`config.mk`:
```
export PLATFORM = sky130hd
export DESIGN_NAME = regfile_mp
export DESIGN_NICKNAME = d
export VERILOG_FILES = /design/src/rtl/regfile_mp.sv
export SDC_FILE = /design/constraint.sdc
export NUM_CORES = 1
export LEC_CHECK = 0
export BUFFER_PORTS_ARGS = -buffer_cell sky130_fd_sc_hd__buf_2
export CORE_MARGIN = 8
export CORE_UTILIZATION = 55
export DETAILED_ROUTE_END_ITERATION = 10
export PLACE_DENSITY = 0.75
export SYNTH_ARGS = -nofsm -noshare
export SYNTH_HDL_FRONTEND = slang
export SYNTH_SLANG_ARGS = --single-unit
```
`constraint.sdc`:
```
create_clock -name clk -period 6.5 [get_ports clk]
set_input_delay 1.3 -clock clk [delete_from_list [all_inputs] [get_ports clk]]
set_output_delay 1.3 -clock clk [all_outputs]
set_load 0.02 [all_outputs]
```
`src/rtl/regfile_mp.sv`:
```
// regfile_mp: integer register file with a parametrised number of combinational
// read ports and one synchronous write port. Register 0 can be hardwired to
// zero, and a read returns the write data when it hits the address being
// written in the same cycle.
// After every reset a clear sequencer writes zero to each entry, one per cycle.
// While that sweep runs, busy is high, reads return zero and user writes are
// dropped, which wr_drop reports.
// Optional feature macro: REGFILE_PARITY_EN. When it is defined, each entry
// carries an even-parity bit, and a sticky parity_err output is added.
module regfile_mp #(
    parameter int DATA_WIDTH = 32,
    parameter int ADDR_WIDTH = 5,
    parameter int NUM_READ   = 2,
    parameter int ZERO_REG   = 1
) (
    input  logic                           clk,
    input  logic                           reset,
    input  logic [NUM_READ*ADDR_WIDTH-1:0] ra,
    output logic [NUM_READ*DATA_WIDTH-1:0] rd,
    input  logic                           we,
    input  logic [ADDR_WIDTH-1:0]          wa,
    input  logic [DATA_WIDTH-1:0]          wd,
    output logic                           busy,
`ifdef REGFILE_PARITY_EN
    output logic                           parity_err,
`endif
    output logic                           wr_drop
);

    localparam int DEPTH = 2**ADDR_WIDTH;
    localparam logic [ADDR_WIDTH-1:0] LAST_IDX = ADDR_WIDTH'(DEPTH - 1);

    typedef enum logic {CLEAR, READY} state_t;

    state_t                  state_reg;
    logic [ADDR_WIDTH-1:0]   clr_ptr_reg;
    logic                    wr_drop_reg;
    logic [DATA_WIDTH-1:0]   ram [DEPTH];

    logic zero_wa;
    logic user_wr;

    // Writes to a hardwired zero register are silently ignored (legal, not a drop).
    assign zero_wa = (ZERO_REG != 0) && (wa == '0);
    assign user_wr = (state_reg == READY) && we && !zero_wa;
    assign busy    = (state_reg == CLEAR);
    assign wr_drop = wr_drop_reg;

    // Clear sequencer: sweep every entry once after reset, then stay READY.
    always_ff @(posedge clk) begin
        if (reset) begin
            state_reg   <= CLEAR;
            clr_ptr_reg <= '0;
            wr_drop_reg <= 1'b0;
        end else begin
            wr_drop_reg <= (state_reg == CLEAR) && we;
            if (state_reg == CLEAR) begin
                clr_ptr_reg <= clr_ptr_reg + ADDR_WIDTH'(1);
                if (clr_ptr_reg == LAST_IDX) begin
                    state_reg <= READY;
                end
            end
        end
    end

    // Array write port: the clear write always wins; the reset edge leaves contents alone.
    always_ff @(posedge clk) begin
        if (!reset) begin
            if (state_reg == CLEAR) begin
                ram[clr_ptr_reg] <= '0;
            end else if (user_wr) begin
                ram[wa] <= wd;
            end
        end
    end

`ifdef REGFILE_PARITY_EN
    logic                parity_err_reg;
    logic                par_mem [DEPTH];
    logic [NUM_READ-1:0] par_bad;

    assign parity_err = parity_err_reg;

    // Parity storage: the even-parity bit of wd, or 0 for a cleared entry.
    always_ff @(posedge clk) begin
        if (!reset) begin
            if (state_reg == CLEAR) begin
                par_mem[clr_ptr_reg] <= 1'b0;
            end else if (user_wr) begin
                par_mem[wa] <= ^wd;
            end
        end
    end

    // Sticky error flag: set by any array-sourced read whose parity does not match.
    always_ff @(posedge clk) begin
        if (reset) begin
            parity_err_reg <= 1'b0;
        end else if (|par_bad) begin
            parity_err_reg <= 1'b1;
        end
    end
`endif

    genvar gi;
    generate
        for (gi = 0; gi < NUM_READ; gi++) begin : g_read
            logic [ADDR_WIDTH-1:0] ra_i;
            logic [DATA_WIDTH-1:0] rd_i;
            logic                  zero_hit;
            logic                  byp_hit;

            assign ra_i     = ra[gi*ADDR_WIDTH +: ADDR_WIDTH];
            assign zero_hit = (ZERO_REG != 0) && (ra_i == '0);
            assign byp_hit  = we && (wa == ra_i);
            assign rd[gi*DATA_WIDTH +: DATA_WIDTH] = rd_i;

            // Read mux in priority order: busy, zero register, bypass, array.
            always_comb begin
                rd_i = '0;
                if (busy || zero_hit) begin
                    rd_i = '0;
                end else if (byp_hit) begin
                    rd_i = wd;
                end else begin
                    rd_i = ram[ra_i];
                end
            end

`ifdef REGFILE_PARITY_EN
            assign par_bad[gi] = !busy && !zero_hit && !byp_hit &&
                                 (par_mem[ra_i] != ^ram[ra_i]);
`endif
        end
    endgenerate

endmodule

```
Yosys cells after proc, flatten, opt, wreduce, memory -nomap -nowiden. Memories as Yosys holds them, arrays and structs flattened. Cells that the tools add are included.

Add/sub/neg operators: 1. Eq/ne operators: 3. Reductions and logical operators: 12. Mux-type cells: 16. Bitwise gates (word level): 1.

Operators by type and width (count): $mux 32 (5); $reduce_or 32->1 (1); $logic_not 5->1 (3); $eq 5x5->1 (2); $mux 1 (10); $add 5x1->5 const B (1); $eq 5x5->1 const B (1); $logic_and 1x1->1 (5); $mux 5 (1); $logic_or 1x1->1 (2); $logic_not 1->1 (1); $not 1->1 (1).

Bits in writable memories: 1024. Output and inout bits: 66. Word-level logic and storage cells: 37. Input port bits: 50. Memories: 1. Register bits: 7.

Memories: ram (depth 32, width 32, rd ports 2, clocked after memory_dff 0, wr ports 1, line 38) `logic [DATA_WIDTH-1:0] ram [DEPTH];`.

Logic depth before layout (Yosys ltp).
Depth after elaboration: 9. Gate-level depth with buffers: 10. Mapped depth without buffers: 5.

Least setup slack after synthesis. OpenSTA, ideal clock, no wires.

Path kind: input-to-reg. Start point: input port wa[2]. End point: memory ram[20][0], enable pin. Required time: 6.079 ns. Slack: 1.914 ns. Path buffers: 2. Stages on the path: 7. Arrival time: 4.165 ns. Cells stage by stage: clkbuf_1 or4_1 o21a_1 clkbuf_1 o32ai_1 nand2_1 nor2_1.

Cells in the longest elaborated chain, start to end: 9.

Ends and longest elaborated chain: from (decl) (line 21) `input logic [ADDR_WIDTH-1:0] wa,`; $logic_not 5->1 (line 44) `assign zero_wa = (ZERO_REG != 0) && (wa == '0);`; $logic_not 1->1 (line 45) `assign user_wr = (state_reg == READY) && we && !zero_wa;`; $logic_and 1x1->1 (line 45); $mux 1 (line 71) `end else if (user_wr) begin`; $mux 1 (line 69) `if (state_reg == CLEAR) begin`; $mux 1 (line 68) `if (!reset) begin`; $mux 1 (implied by the code) (line 72) `ram[wa] <= wd;`; $reduce_or 32->1 (no line); $mux 5 (no line) / $mux 1 (equally long branches); to (decl) (line 38).

Several ways; a longest one is shown, not always the timed one.

Final worst setup path.
Start point: input port ra[0]. End point: output port rd[30].

Cells in the longest elaborated chain, start to end: 4.

Ends and longest elaborated chain: from (decl) (line 18) `input logic [NUM_READ*ADDR_WIDTH-1:0] ra,`; branches (longest 3 deep; another with $mem_v2 32x32); $mux 32 (*) (line 121) `if (busy || zero_hit) begin`; to (decl) (line 19) `output logic [NUM_READ*DATA_WIDTH-1:0] rd,`.

Every way passes the cells marked *.

==> results.sh <==
export IMPL_rsz0062_at_grt="false"
export IMPL_synth_compound_gate_area_share_pct=8.27
export IMPL_met1_length_um=52500
export IMPL_nets=2940
export IMPL_relSlewSlack_pct=17.6
export IMPL_worstPathRequired_ns=5.20
export IMPL_avgRoutedWirePerCell_um=38.4
export IMPL_cts_buffers=102
export IMPL_final_cells=4135
export IMPL_num_rows=109
export IMPL_syn_cell_area_mm2=0.0489
export IMPL_portBuffers=115
export IMPL_synthSimpleGateAreaFrac_pct=2.54
export IMPL_grt_usage_pct=31.4
export IMPL_synth_fa_ha_area_share_pct=0.0511
export IMPL_setup_ws_ns=0.903
export IMPL_yosysWarnings=0
export IMPL_viasPerCell=7.68
export IMPL_start_util_pct=55.4
export IMPL_area_growth_pct=11.8
export IMPL_finalMaxSlewViolations=0
export IMPL_fmax_mhz=179
export IMPL_grt_pass1_vias=32500
export IMPL_finalSetupTns_ns=0
export IMPL_hpwl_um=90200
export IMPL_grt_max_degree=111
export IMPL_worstSetupStartpointType="primary input"
export IMPL_ys_flop_type="edfxtp_1"
export IMPL_postCtsSetupBuffers=0
export IMPL_post_place_cells=3949
export IMPL_hold_class="reg2reg"
export IMPL_netlist_instances=2794
export IMPL_die_h_um=314
export IMPL_arrival_ns=4.30
export IMPL_drive_gt1_share_pct=25.9
export IMPL_holdBufCountCts=0
export IMPL_synth_cell_type_count=53
export IMPL_cp_end_kind="output port"
export IMPL_detailroute_wirelength_met3_um=20800
export IMPL_maxCapViolations=0
export IMPL_cts_sinks=1031
export IMPL_power_mw=14.3
export IMPL_first_iter_violations=5483
export IMPL_largest_register_ffs=1024
export IMPL_ios=116
export IMPL_period_needed_ns=5.60
export IMPL_finClkSkew_ns=0.0246
export IMPL_cts_htree_levels=3
export IMPL_power_leakage_nw=17.1
export IMPL_top_layer="met5"
export IMPL_fin_crit_sh_pct=86.1
export IMPL_synthArstFlopShare_pct=0
export IMPL_clkSlewWorstSetupHoldPaths_ns=0.06
export IMPL_synth_top_family_by_area="multiplexers"
export IMPL_firstDrtPassIters=8
export IMPL_grt_overflow_total=0
export IMPL_routed_wl_um=159000
export IMPL_timing_hold_violations_final=0
export IMPL_status="complete, no violations"
export IMPL_cellPowerDensity_mw_per_mm2=261
export IMPL_synthXorXnorAreaFrac_pct=0.233
export IMPL_pre_cts_ws_ns=0.923
export IMPL_ant_nets=0
export IMPL_vias=31800
export IMPL_wl_met2_um=73200
export IMPL_layout_commonest_cell="edfxtp_1"
export IMPL_syn_area_per_cell_um2=17.5
export IMPL_worst_pin_slew_ns=1.23
export IMPL_root_buffer="clkbuf_16"
export IMPL_core_area_mm2=0.0882
export IMPL_ir_worst_vdd_v=0.000197
export IMPL_syn_nets=2846
export IMPL_layout_common_cells="1024 x edfxtp_1, 367 x mux2i_1, 345 x mux4_2"
export IMPL_grt_pass1_wl_um=225000
export IMPL_insertion_delay_ns=0.66
export IMPL_synth_seq_cells=1031
export IMPL_criticalPathCategory="in2out"
export IMPL_die_x_um=314
export IMPL_cts_tree="yes"
export IMPL_cts_resized_gates=0
export IMPL_antenna_found_initial=2
export IMPL_max_clock_path_buffers=3
export IMPL_fin_util_pct=62.0
export IMPL_cp_max_fo=51
export IMPL_die_area_mm2=0.0988
export IMPL_place_congestion=0.886
export IMPL_seq_area_frac_synth_pct=63.1
export IMPL_setup_viol=0
export IMPL_synth_mux_area_share_pct=23.4
export IMPL_drcViolationCount=0
export IMPL_synth_edff_count=1024
## worst paths after layout
path / startpoint / end / slack (ns) / cells after the start
min: clr_ptr_reg[1] / clr_ptr_reg[1] / 0.61 / 2
min reg2reg: clr_ptr_reg[1] / clr_ptr_reg[1] / 0.61 / 2
max: ra[0] / rd[30] / 0.90 / 8
max reg2reg: state_reg / ram[29][26] / 2.27 / 7
## cell usage after synthesis, drive strengths merged (8+ instances only)
cell type / n / area [um^2]
a221oi: 147 / 1290
buf: 111 / 671
nor3: 38 / 200
nor2: 71 / 267
nand2: 27 / 101
nand3: 10 / 50.1
mux4: 345 / 7770
mux2i: 367 / 3670
a221o: 57 / 571
a211o: 31 / 272
a22oi: 50 / 375
nand2b: 32 / 200
a22o: 33 / 289
edfxtp: 1024 / 30700
o21ai: 85 / 425
and2: 36 / 225
a21oi: 125 / 626
xnor2: 11 / 96.3
nor2b: 17 / 106
clkbuf: 120 / 450
o22a: 8 / 70.1
## final cells by class
cell class                      instances  area [um^2]
Fill cell                            5971        33500
Sequential cell                      1031        30900
Multi-Input combinational cell       1526        17200
Clock buffer                          119         2640
Timing Repair Buffer                  221         1790
Tap cell                             1165         1460
Clock inverter                         66          694
Inverter                                6         25.0
Antenna cell                            1         2.50
## power by group
| group | total (mW) | switching (mW) | internal (mW) |
|---|---|---|---|
| logic | 0.979 | 0.602 | 0.377 |
| registers | 7.27 | 0.0213 | 7.25 |
| clock network | 6.01 | 2.56 | 3.45 |
| total | 14.3 | 3.18 | 11.1 |
## cell families (layout without fill, tap and decap cells)
group / after synthesis / in the layout
other cells: 0 / 1
fa+ha+maj: 2 / 2
buf+inv: 237 / 412
flops: 1031 / 1031
xor+xnor: 13 / 13
simple gates: 245 / 245
mux: 714 / 714
compound gates: 552 / 552
## stage by stage
stage	hold slack (ns)	cell area, um^2
2_1_floorplan	0.532	48900
5_1_grt	0.633	54700
3_5_place_dp	0.593	51400
3_3_place_gp	0.554	51400
6_report	0.611	54700
4_1_cts	0.603	54700
## worst max-delay path: stages
cell	delay (ns)
buf_8	0.27
buf_12	0.39
mux4_2	0.56
and2_1	0.17
a2111oi_0	0.69
nor3_1	0.22
a32o_1	0.38
buf_2	0.20
## layer usage
| layer | vias to the layer above | GRT usage (%) |
|---|---|---|
| met5 | - | 0 |
| met4 | 2 | 20.4 |
| met3 | 698 | 8.20 |
| met2 | 2790 | 48.8 |
| met1 | 16200 | 39.1 |
| li1 | 12100 | - |
Power figures use the tool's default switching activity.
